--- src/rtl/fir_poly_pkg.sv ---
// Shared types and constants for the polyphase FIR sequencer.
package fir_poly_pkg;
  localparam int OS_FACTOR = 4;
  localparam int NB_PHASE  = 2;

  typedef enum logic [1:0] {
    ST_IDLE  = 2'd0,
    ST_FLUSH = 2'd1,
    ST_RUN   = 2'd2,
    ST_STOP  = 2'd3
  } state_e;
endpackage

--- src/rtl/sync_fifo.sv ---
// Small single-clock symbol FIFO; head is the oldest entry, occupancy drives full/empty.
module sync_fifo #(
  parameter int NB_DATA    = 8,
  parameter int FIFO_DEPTH = 4
) (
  input  logic               clock,
  input  logic               i_reset,
  input  logic               i_push,
  input  logic [NB_DATA-1:0] i_data,
  input  logic               i_pop,
  output logic               o_full,
  output logic               o_empty,
  output logic [NB_DATA-1:0] o_head
);
  localparam int NB_PTR = $clog2(FIFO_DEPTH);
  localparam logic [NB_PTR:0] DEPTH_C = FIFO_DEPTH[NB_PTR:0];

  logic [NB_DATA-1:0] r_mem [FIFO_DEPTH];
  logic [NB_PTR-1:0]  r_wr_ptr;
  logic [NB_PTR-1:0]  r_rd_ptr;
  logic [NB_PTR:0]    r_count;
  logic               w_push;
  logic               w_pop;

  // A push while full is dropped, so the caller may drive push straight from upstream valid.
  assign w_push  = i_push && !o_full;
  assign w_pop   = i_pop && !o_empty;
  assign o_full  = (r_count == DEPTH_C);
  assign o_empty = (r_count == '0);
  assign o_head  = r_mem[r_rd_ptr];

  always_ff @(posedge clock or negedge i_reset) begin
    if (!i_reset) begin
      r_wr_ptr <= '0;
      r_rd_ptr <= '0;
      r_count  <= '0;
    end else begin
      if (w_push) begin
        r_wr_ptr <= r_wr_ptr + NB_PTR'(1);
      end
      if (w_pop) begin
        r_rd_ptr <= r_rd_ptr + NB_PTR'(1);
      end
      case ({w_push, w_pop})
        2'b10:   r_count <= r_count + (NB_PTR+1)'(1);
        2'b01:   r_count <= r_count - (NB_PTR+1)'(1);
        default: r_count <= r_count;
      endcase
    end
  end

  always_ff @(posedge clock) begin
    if (w_push) begin
      r_mem[r_wr_ptr] <= i_data;
    end
  end
endmodule

--- src/rtl/fir_poly_sequencer.sv ---
// Paces a 4-phase polyphase FIR: prescaled ticks, one symbol pop every 4th tick,
// filter clear at run start, and a clean stop on a symbol boundary.
module fir_poly_sequencer
  import fir_poly_pkg::*;
#(
  parameter int NB_DATA     = 8,
  parameter int FIFO_DEPTH  = 4,
  parameter int NB_PRESCALE = 8
) (
  input  logic                   clock,
  input  logic                   i_reset,
  input  logic                   i_run,
  input  logic [NB_PRESCALE-1:0] i_prescale,
  input  logic [NB_DATA-1:0]     i_data,
  input  logic                   i_data_valid,
  output logic                   o_data_ready,
  output logic [NB_DATA-1:0]     o_fir_data,
  output logic                   o_fir_enable,
  output logic                   o_fir_valid,
  output logic                   o_fir_reset,
  output logic [NB_PHASE-1:0]    o_phase,
  output logic                   o_out_valid,
  output logic                   o_underrun,
  output logic                   o_busy
);
  localparam logic [NB_PHASE-1:0] LAST_PHASE = NB_PHASE'(OS_FACTOR - 1);

  state_e                 r_state;
  logic [NB_PRESCALE-1:0] r_count;
  logic [NB_PRESCALE-1:0] r_prescale;
  logic [NB_PHASE-1:0]    r_phase;
  logic [NB_PHASE-1:0]    r_phase_out;
  logic [NB_DATA-1:0]     r_fir_data;
  logic                   r_fir_enable;
  logic                   r_fir_valid;
  logic                   r_fir_reset;
  logic                   r_underrun;
  logic                   w_full;
  logic                   w_empty;
  logic [NB_DATA-1:0]     w_head;
  logic                   w_tick;
  logic                   w_pop;

  sync_fifo #(
    .NB_DATA    (NB_DATA),
    .FIFO_DEPTH (FIFO_DEPTH)
  ) u_fifo (
    .clock   (clock),
    .i_reset (i_reset),
    .i_push  (i_data_valid),
    .i_data  (i_data),
    .i_pop   (w_pop),
    .o_full  (w_full),
    .o_empty (w_empty),
    .o_head  (w_head)
  );

  assign w_tick = (r_count == r_prescale);
  // Pops happen only on a phase-0 tick while still running; STOP only drains phases 1..3.
  assign w_pop  = (r_state == ST_RUN) && i_run && w_tick && (r_phase == '0) && !w_empty;

  assign o_data_ready = !w_full;
  assign o_fir_data   = r_fir_data;
  assign o_fir_enable = r_fir_enable;
  assign o_fir_valid  = r_fir_valid;
  assign o_fir_reset  = r_fir_reset;
  assign o_phase      = r_phase_out;
  assign o_out_valid  = r_fir_enable;
  assign o_underrun   = r_underrun;
  assign o_busy       = (r_state != ST_IDLE);

  always_ff @(posedge clock or negedge i_reset) begin
    if (!i_reset) begin
      r_state      <= ST_IDLE;
      r_count      <= '0;
      r_prescale   <= '0;
      r_phase      <= '0;
      r_phase_out  <= '0;
      r_fir_data   <= '0;
      r_fir_enable <= 1'b0;
      r_fir_valid  <= 1'b0;
      r_fir_reset  <= 1'b0;
      r_underrun   <= 1'b0;
    end else begin
      r_fir_enable <= 1'b0;
      r_fir_valid  <= 1'b0;
      r_fir_reset  <= 1'b0;
      case (r_state)
        ST_IDLE: begin
          if (i_run) begin
            r_state     <= ST_FLUSH;
            r_fir_reset <= 1'b1;
          end else begin
            r_state <= ST_IDLE;
          end
        end
        ST_FLUSH: begin
          r_count    <= '0;
          r_phase    <= '0;
          r_underrun <= 1'b0;
          r_prescale <= i_prescale;
          r_state    <= ST_RUN;
        end
        ST_RUN, ST_STOP: begin
          if (!i_run && (r_phase == '0)) begin
            r_state <= ST_IDLE;
          end else begin
            if (!i_run) begin
              r_state <= ST_STOP;
            end
            r_count <= w_tick ? '0 : r_count + NB_PRESCALE'(1);
            if (w_tick) begin
              if (r_phase != '0) begin
                r_fir_enable <= 1'b1;
                r_phase_out  <= r_phase;
                r_phase      <= r_phase + NB_PHASE'(1);
                // Finishing the last phase of a symbol is the only exit from STOP.
                if ((r_phase == LAST_PHASE) && (!i_run || (r_state == ST_STOP))) begin
                  r_state <= ST_IDLE;
                end
              end else if (w_pop) begin
                r_fir_enable <= 1'b1;
                r_fir_valid  <= 1'b1;
                r_fir_data   <= w_head;
                r_phase_out  <= '0;
                r_phase      <= NB_PHASE'(1);
              end else begin
                r_underrun <= 1'b1;
              end
            end
          end
        end
        default: r_state <= ST_IDLE;
      endcase
    end
  end
endmodule

--- config.mk ---
export PLATFORM = sky130hd
export DESIGN_NAME = fir_poly_sequencer
export DESIGN_NICKNAME = d
export VERILOG_FILES = /design/src/rtl/fir_poly_pkg.sv /design/src/rtl/sync_fifo.sv /design/src/rtl/fir_poly_sequencer.sv
export SDC_FILE = /design/constraint.sdc
export NUM_CORES = 1
export LEC_CHECK = 0
export CAP_MARGIN = 20
export CORE_ASPECT_RATIO = 0.75
export CORE_UTILIZATION = 25
export CTS_CLUSTER_SIZE = 24
export DETAILED_ROUTE_END_ITERATION = 8
export GPL_TIMING_DRIVEN = 0
export PLACE_DENSITY_LB_ADDON = 0.12
export SETUP_SLACK_MARGIN = 0.1
export SLEW_MARGIN = 20
export SYNTH_ARGS = -nofsm -noshare
export SYNTH_HDL_FRONTEND = slang
export SYNTH_SLANG_ARGS = --single-unit
--- constraint.sdc ---
create_clock -name clock -period 3.25 [get_ports clock]
set_clock_uncertainty 0.05 [all_clocks]
set_input_delay 0.65 -clock clock [delete_from_list [all_inputs] [get_ports clock]]
set_output_delay 0.65 -clock clock [all_outputs]
set_load 0.1 [all_outputs]
Word-level counts from Yosys, hierarchy flattened:

Memory sizes are Yosys's and may differ from the RTL's. A register that Yosys moved wholly into a read port is not among the register bits.
Cells that the tools add are included.

* $add $sub $neg: 6
* equality and inequality tests: 13
* muxes and demuxes: 36
* bitwise gates (word level): 2
* reduce and logical (&&, ||, !) cells: 27

Operator list (count)
* 2-bit two-way mux: 11
* 1-bit two-way mux: 18
* 8-bit two-way mux: 2
* 8-bit case mux with 2 select lines: 1
* 5-bit AND reduction: 2
* 2-bit nonzero test: 5
* 8-bit by 1-bit adder with 8-bit output (second input constant): 1
* 2-bit equality test (second input constant): 4
* 8-bit equality test: 1
* 1-bit logical AND: 8
* 2-bit != test (second input constant): 4
* 4-bit AND reduction: 2
* 2-bit by 1-bit adder with 2-bit output (second input constant): 3
* 2-bit case mux with 3 select lines: 1
* 3-bit case mux with 2 select lines: 1
* 2-bit by 1-bit equality test with 1-bit output (second input constant): 2
* 1-bit zero test: 4
* 2-bit zero test: 2
* 2-bit case mux with 2 select lines: 1
* 3-bit by 1-bit adder with 3-bit output (second input constant): 1
* 3-bit equality test (second input constant): 1
* 3-bit zero test: 1
* 3-bit by 2-bit != test with 1-bit output (second input constant): 1
* 3-bit by 1-bit subtractor with 3-bit output (second input constant): 1
* other kinds (5): 6

* flip-flop bits (word level): 33
* RAM bits: 32
* bits of input ports: 20
* output and inout bits: 17
* memories: 1

Memory list
* u_fifo.r_mem: words 4, bits a word 8, rd ports 1, clocked after Yosys merged registers in 1, write ports 1, RTL line sync_fifo.sv:18 `logic [NB_DATA-1:0] r_mem [FIFO_DEPTH];`

Logic depth before layout (Yosys ltp):

Gate-level depths: netlist of run 1.

* depth after elaboration: 10
* gate-level depth with buffers: 13
* mapped depth without buffers: 12

Hierarchy:

From an unflattened synthesis of run 1, not the netlist that was laid out.

* cells, all modules: 225
* area total of the unflattened synthesis: 3238.1 um2

Modules (own cells, without submodules)
* fir_poly_sequencer: instances 1, cells an instance 146, area each 1645.3 um2, seq. area each 850.8 um2
* sync_fifo: instances 1, cells an instance 79, area each 1592.8 um2, seq. area each 1136.1 um2

Worst setup path before layout of run 1:

Ideal clock, no wire load.

* kind: flip-flop to flip-flop
* from: reg u_fifo.r_count[0]
* to: reg u_fifo.r_count[2]
* library setup time: 79 ps
* data arrival time: 2853 ps
* setup slack: 268 ps
* stages on the path, launching flop included: 11
* path buffers: 0
* cells stage by stage: dfrtp_1 -> inv_1 -> nand3_1 -> and2_1 -> inv_1 -> ha_1 -> inv_1 -> fa_1 -> xor2_1 -> nor2_1 -> xor2_1

* elaborated cells on any way between the ends: 13
* those cells by class: add/sub: 2; eq/ne: 3; mux: 1; reduce/logical: 7

RTL lines
* start, declared: RTL line sync_fifo.sv:21 `logic [NB_PTR:0] r_count;`
* start signal, assigned: RTL line sync_fifo.sv:45 `2'b10: r_count <= r_count + (NB_PTR+1)'(1);`
* start signal, assigned: RTL line sync_fifo.sv:46 `2'b01: r_count <= r_count - (NB_PTR+1)'(1);`
* start signal, assigned: RTL line sync_fifo.sv:47 `default: r_count <= r_count;`
* 3-bit equality test *: RTL line sync_fifo.sv:28 `assign o_full = (r_count == DEPTH_C);`
* 1-bit zero test *
* net o_data_ready: RTL line fir_poly_sequencer.sv:16 `output logic o_data_ready,`
* 1-bit logical AND *: RTL line sync_fifo.sv:26 `assign w_push = i_push && !o_full;`
* 2-bit by 1-bit equality test with 1-bit output / 2-bit equality test (equally long branches): RTL line sync_fifo.sv:44 `case ({w_push, w_pop})`
* 3-bit case mux with 2 select lines / 2-bit nonzero test (equally long branches)

Mark *: on every way through the listed nets, which the timed path passes. The rest lies on a longest branch.
A chain may end at the register's enable or synchronous reset.

Final worst setup path of run 1:

* from: in i_run
* to: reg u_fifo.r_count[2]

* cells in the longest elaborated chain, start to end: 7
* elaborated cells on any way between the ends: 9
* those cells by class: eq/ne: 2; mux: 1; reduce/logical: 6

RTL lines
* start, declared: RTL line fir_poly_sequencer.sv:12 `input logic i_run,`
* 1-bit logical AND * (4 in series): RTL line fir_poly_sequencer.sv:60 `assign w_pop = (r_state == ST_RUN) && i_run && w_tick && (r_phase == '0) && !w_empty;`
* 1-bit logical AND *: RTL line sync_fifo.sv:27 `assign w_pop = i_pop && !o_empty;`
* net u_fifo.w_pop: RTL line sync_fifo.sv:23 `logic w_pop;`
* 2-bit by 1-bit equality test with 1-bit output / 2-bit equality test (equally long branches): RTL line sync_fifo.sv:44
* 3-bit case mux with 2 select lines / 2-bit nonzero test (equally long branches)

Marks and branches as above.

==> run_results.csv, run 1 <==
group,metric,value,unit
run_status,status,"finished clean",
setup_path,critPathKind,"primary input to flip-flop",
layout,synthToLayoutAreaGrowth,27.23,%
synth,syn_area,0.003198,mm^2
clocking,clock_path_buffers,2,
layout,fill_cells,1220,
timing,fin_ws,0.2772,ns
synth,synth_seq_cells,73,
timing,slew_violations,0,
pwr,pwr-share-comb,33.8,%
worst_hold_path,hold_class,"primary input to asynchronous set/reset pin",
layout,final_cell_mix,"dfrtp_1 (41), clkdlybuf4s50_1 (35), edfxtp_1 (32)",
synth,avgSynthCellArea,14.21,um^2
route,drt_iter0_drc,121,
timing,max_clock_freq,336.4,MHz
placement,place_congestion,0.7344,
floorplanning,start_util,25.81,%
setup_path,reg2reg_from,"r_phase[1]",
grt,grt-ovfl-total,0,
pwr,p_sw_share,36.94,%
placement,dp_hpwl,4643,um
route,drc,0,
pwr,intPower,2.205,mW
route,vias,1839,
setup_path,worstPathArrival,3.18,ns
layout,layout_commonest_cell,"dfrtp_1",
timing,hold_viol_final,0,
clocking,ctsHoldBuffers,0,
clocking,clk_pin_slew,0.06,ns
synth,synth_edf_count,32,
setup_path,crit_path_max_fanout,10,
timing,finalCriticalPeriod,2.973,ns
clocking,postCtsSetupBuffers,0,
setup_path,slowest_delay,0.55,ns
placement,port_buffers,36,
setup_path,rrSetupSlack,0.37,ns
setup_path,startpoint,"i_run",
timing,worstMarginPinSlew,0.9799,ns
synth,synth_cell_types,43,
layout,final_nets,302,
timing,max_slew_margin,34.47,%
floorplanning,die_h,99.95,um
floorplanning,row_count,35,
run,max_cap_viol_count,0,
route,drt-total-wl,6454,um
floorplanning,core_area,0.01239,mm^2
route,vias_per_cell,4.142,
synth,ys_warn_count,0,
synth,postSynthCellCount,225,
route,wl_per_cell,14.54,um
route,first_pass_iters,4,
clocking,cts_resized,0,
pwr,pwr-share-seq,38.8,%
synth,async_flop_share,56.16,%
clocking,cts_root_buffer,"clkbuf_16",
timing,setup_viol,0,
pwr,p_switching,1.292,mW
timing,fin_crit_sh,91.47,%
grt,track_usage,10.66,%
setup_path,critPathLaunchType,"primary input",
synth,yosysSeqAreaShare,62.13,%
setup_path,end_kind,"flip-flop",
synth,synth_top_area_cell,"dfrtp_1",
floorplanning,die_w,132.6,um
synth,synth_area_leaders,"dfrtp_1 (32%), edfxtp_1 (30%), mux2_2 (5.6%), mux4_2 (5.6%), xor2_1 (3.3%)",
pwr,ir_drop,0.0003187,V
clocking,insertion_delay,0.33,ns
pwr,p_per_area,859.6,mW/mm^2
placement,dp_slack,-0.09974,ns
clocking,numCtsBuffers,9,
grt,antenna_found_initial,0,
layout,drive_above_1_share,18.71,%
floorplanning,dieArea,0.01325,mm^2
floorplanning,ios,37,
setup_path,crit_family,"buffers and inverters",
setup_path,path_buf_inv,4,
setup_path,reg2regPathDepth,13,
route,ant_nets,0,
setup_path,crit_chain,"clkdlybuf4s50_1 > nand2_1 > nor4_2 > nand3_2 > buf_6 > inv_1 > ha_1 > inv_1 > fa_1 > xor2_1 > nor2_1 > xor2_1",
timing,rsz0062_at_grt,"false",
setup_path,rr_endpoint,"u_fifo.r_count[2]",
grt,grt_pass1_vias,1845,
grt,grt_max_degree,25,
clocking,htree_levels,3,
clocking,clock-sinks,73,
clocking,tritoncts,"built",
layout,diodes,0,
grt,grt_pass1_wl,10320,um
setup_path,cpMaxStageDelayCell,"clkdlybuf4s50_1",
synth,synth.top_cell.area_share,32.08,%
timing,fin_hold_ws,0.2230,ns
synth,synthFlopType,"dfrtp_1",
pwr,pwr-share-clk,27.4,%
synth,syn_nets,254,
setup_path,required,3.45,ns
pwr,power_leakage,1.615,nW
stage by stage:
step                      utilization [%]  instance area (um^2)  instances  power, mW   TNS, ns
after global routing                32.83                  4069        444      3.700         0
after detailed placement            30.51                  3781        428      2.571  -0.09974
after floorplan                         -                  3198        225      2.242         0
after global placement              30.39                  3766        427      2.569  -0.09199
after CTS                           32.83                  4069        444      3.548         0
final                               32.83                  4069        444      3.498         0
metal layers:
| layer | part of all wire [%] | wire length, um | up-vias | track usage, % |
|---|---|---|---|---|
| li1 | - | - | 900 | - |
| met1 | 53 | 3420 | 903 | 15.25 |
| met2 | 42 | 2702 | 28 | 14.41 |
| met3 | 3.3 | 216 | 8 | 3.737 |
| met4 | 1.8 | 115 | 0 | 4.509 |
| met5 | 0 | 0 | - | 0 |
cells by family after synthesis:
| kind of cell | after synthesis | share of synthesized area, % |
|---|---|---|
| compound gates | 18 | 3.913 |
| simple gates | 56 | 10.02 |
| mux | 24 | 11.27 |
| xor+xnor | 20 | 5.477 |
| buf+inv | 25 | 3.442 |
| fa+ha+maj | 9 | 3.756 |
| flops | 73 | 62.13 |
flip-flops by register name (all words and copies together), names as in the netlist:
signal	cells
r_state	2
o_fir_reset	1
u_fifo.r_rd_ptr	2
r_count	8
o_phase	2
o_fir_data	8
u_fifo.r_count	3
o_underrun	1
o_fir_valid	1
u_fifo.r_mem	32
r_prescale	8
u_fifo.r_wr_ptr	2
o_fir_enable	1
r_phase	2
final cells by class:
| type | instances | area, um^2 | area share, % |
|---|---|---|---|
| Buffer | 7 | 42.54 | 1.046 |
| Inverter | 18 | 67.56 | 1.661 |
| Sequential cell | 73 | 1987 | 48.83 |
| Tap cell | 166 | 207.7 | 5.105 |
| Clock buffer | 10 | 229.0 | 5.627 |
| Timing Repair Buffer | 37 | 375.4 | 9.225 |
| Multi-Input combinational cell | 127 | 1101 | 27.06 |
| Clock inverter | 6 | 58.81 | 1.445 |
power by group through the flow:
stage	registers (mW)	clock network (mW)	logic, mW
final	1.36	0.960	1.18
after global routing	1.39	1.02	1.29
after CTS	1.36	0.991	1.20
after detailed placement	1.37	0	1.20
after global placement	1.37	0	1.19
after floorplan	1.49	0	0.747
worst max path at each step:
stage,to,slack (ns),cells past startpoint
final,u_fifo.r_count[2],0.28,12
after global routing,u_fifo.r_count[2],0.13,12
after CTS,u_fifo.r_count[2],0.26,12
after detailed placement,u_fifo.r_count[2],-0.1,12
after global placement,u_fifo.r_count[2],-0.09,12
after floorplan,u_fifo.r_count[2],0.27,10
synthesized netlist by cell type, types with 2 or more instances:
cell type and n:
dfrtp_1 41, edfxtp_1 32, inv_1 17, mux2_2 16, nand2_1 15, nor2_1 12
xor2_1 12, ha_1 8, mux4_2 8, xnor2_1 8, o21ai_0 6, and3_1 4
and2_1 3, nand3_1 3, nand4_1 3, nor3_1 3, nor4_1 3, buf_4 2
clkbuf_1 2, nor4_4 2, o2111ai_1 2, o32ai_1 2
No activity file was read; power rests on OpenSTA's default activity.
==> inputs of run 2 (changes only) <==
- SLEW_MARGIN: 20 -> 5
==> results of run 2 <==
Final layout, timing and power as in run 1 (identical DEF).
==> inputs of run 3 (changes only) <==
- CORE_ASPECT_RATIO: 0.75 -> 0.7
- CORE_UTILIZATION: 25 -> 45
==> run 3 against run 2 <==
Clock-buffer cell count did not move. Clock power fell by 1%. Worst hold slack worse by 0.099 ns. Via count increased by 3.9%. Register-to-register slack improved by 0.02 ns. Critical path depth stayed put.
==> run_results.csv, run 3 (synthesis gave the netlist of run 1 again) <==
group,metric,value,unit
setup_path,end_kind,"flip-flop",
placement,port_buffers,36,
route,first_pass_iters,4,
floorplanning,row_count,25,
timing,fin_crit_sh,89.99,%
route,ant_nets,0,
timing,fin_hold_ws,0.1237,ns
grt,grt_pass1_wl,9584,um
setup_path,critPathKind,"primary input to flip-flop",
timing,finalCriticalPeriod,2.925,ns
placement,place_congestion,0.8249,
timing,max_clock_freq,341.9,MHz
floorplanning,ios,37,
route,drc,0,
grt,grt_max_degree,32,
floorplanning,dieArea,0.007453,mm^2
timing,hold_viol_final,0,
timing,rsz0062_at_grt,"false",
route,vias_per_cell,5.134,
layout,final_cell_mix,"dfrtp_1 (41), clkdlybuf4s50_1 (35), edfxtp_1 (32)",
layout,synthToLayoutAreaGrowth,24.02,%
clocking,cts_root_buffer,"clkbuf_8",
timing,slew_violations,0,
setup_path,cpMaxStageDelayCell,"clkdlybuf4s50_1",
setup_path,crit_chain,"clkdlybuf4s50_1 > nand2_1 > nor4_2 > nand3_2 > buf_6 > inv_1 > ha_1 > inv_1 > fa_1 > xor2_1 > nor2_1 > xor2_1",
clocking,htree_levels,3,
run,max_cap_viol_count,0,
timing,fin_ws,0.3253,ns
grt,track_usage,18.05,%
clocking,clock_path_buffers,2,
grt,antenna_found_initial,0,
worst_hold_path,hold_class,"primary input to asynchronous set/reset pin",
layout,drive_above_1_share,19.42,%
pwr,ir_drop,0.0006103,V
pwr,power,3.485,mW
placement,dpl_cell_area,0.003691,mm^2
clocking,tritoncts,"built",
layout,largest_reg_flops,32,
clocking,cts_resized,0,
layout,diodes,0,
pwr,p_per_area,878.7,mW/mm^2
pwr,power_leakage,1.616,nW
setup_path,required,3.47,ns
clocking,clock-sinks,73,
layout,design_area,0.003966,mm^2
route,drt_iter0_drc,87,
layout,layout_commonest_cell,"dfrtp_1",
grt,grt-ovfl-total,0,
run_status,status,"finished clean",
clocking,clk_pin_slew,0.07,ns
layout,final_nets,302,
setup_path,worstPathArrival,3.14,ns
timing,fin_tns_setup,0,ns
route,drt-total-wl,5853,um
floorplanning,core_area,0.006819,mm^2
timing,worstMarginPinSlew,0.9726,ns
setup_path,slowest_delay,0.53,ns
timing,max_slew_margin,34.96,%
placement,dp_slack,-0.01430,ns
placement,dp_hpwl,4124,um
clocking,numCtsBuffers,9,
clocking,insertion_delay,0.34,ns
route,wl_per_cell,15.73,um
clocking,ctsHoldBuffers,0,
timing,setup_viol,0,
setup_path,critPathLaunchType,"primary input",
route,vias,1910,
clocking,postCtsSetupBuffers,0,
floorplanning,start_util,46.90,%
grt,grt_pass1_vias,1869,
layout,top_register,"u_fifo.r_mem",
setup_path,crit_path_max_fanout,10,
floorplanning,die_w,102.8,um
floorplanning,die_h,72.53,um
-- run 3: final timing paths --
kind                               startpoint                 to  slack [ns]  cells after the start
worst max-delay path                    i_run  u_fifo.r_count[2]        0.33                     12
worst min-delay path                  i_reset      o_fir_data[2]        0.12                      1
worst max register to register     r_phase[1]  u_fifo.r_count[2]        0.39                     13
worst min register to register  o_fir_data[2]      o_fir_data[2]        0.45                      1
max in group asynchronous             i_reset  u_fifo.r_count[1]        2.57                      2
min in group clock              o_fir_data[2]      o_fir_data[2]        0.45                      1
-- run 3: worst max-delay path: cells and delay by family --
kind	cells	cell delay, ns
adder cells (fa/ha/maj)	2	0.54
XOR/XNOR	2	0.32
buffers and inverters	4	0.85
AND/OR/NAND/NOR	4	0.77
-- run 3: final cells by class --
class	count	area, um^2
buffer	7	42.54
clock buffer	10	137.6
clock inverter	6	137.6
fill	564	2853
inverter	18	67.56
multi-input combinational	127	1101
sequential	73	1987
tap	94	117.6
timing repair buffer	37	375.4
-- run 3: report_power, final --
part           total [mW]  leakage (nW)  switching (mW)  internal (mW)
clock               0.949         0.137           0.336          0.612
combinational        1.18         0.662           0.768          0.412
sequential           1.36         0.817           0.152           1.20
total                3.49          1.62            1.26           2.23
-- run 3: metal layers --
| metal | global-route usage (%) | wire length [um] | vias to the layer above |
|---|---|---|---|
| li1 | - | - | 898 |
| met1 | 26.50 | 3000 | 952 |
| met2 | 25.04 | 2422 | 52 |
| met3 | 5.588 | 341 | 8 |
| met4 | 7.042 | 89 | 0 |
| met5 | 0 | 0 | - |
-- run 3: metrics by stage --
step | cells | utilization (%)
floorplan | 225 | -
global placement | 355 | 53.91
detailed placement | 356 | 54.13
CTS | 372 | 58.17
global route | 372 | 58.17
finish | 372 | 58.17
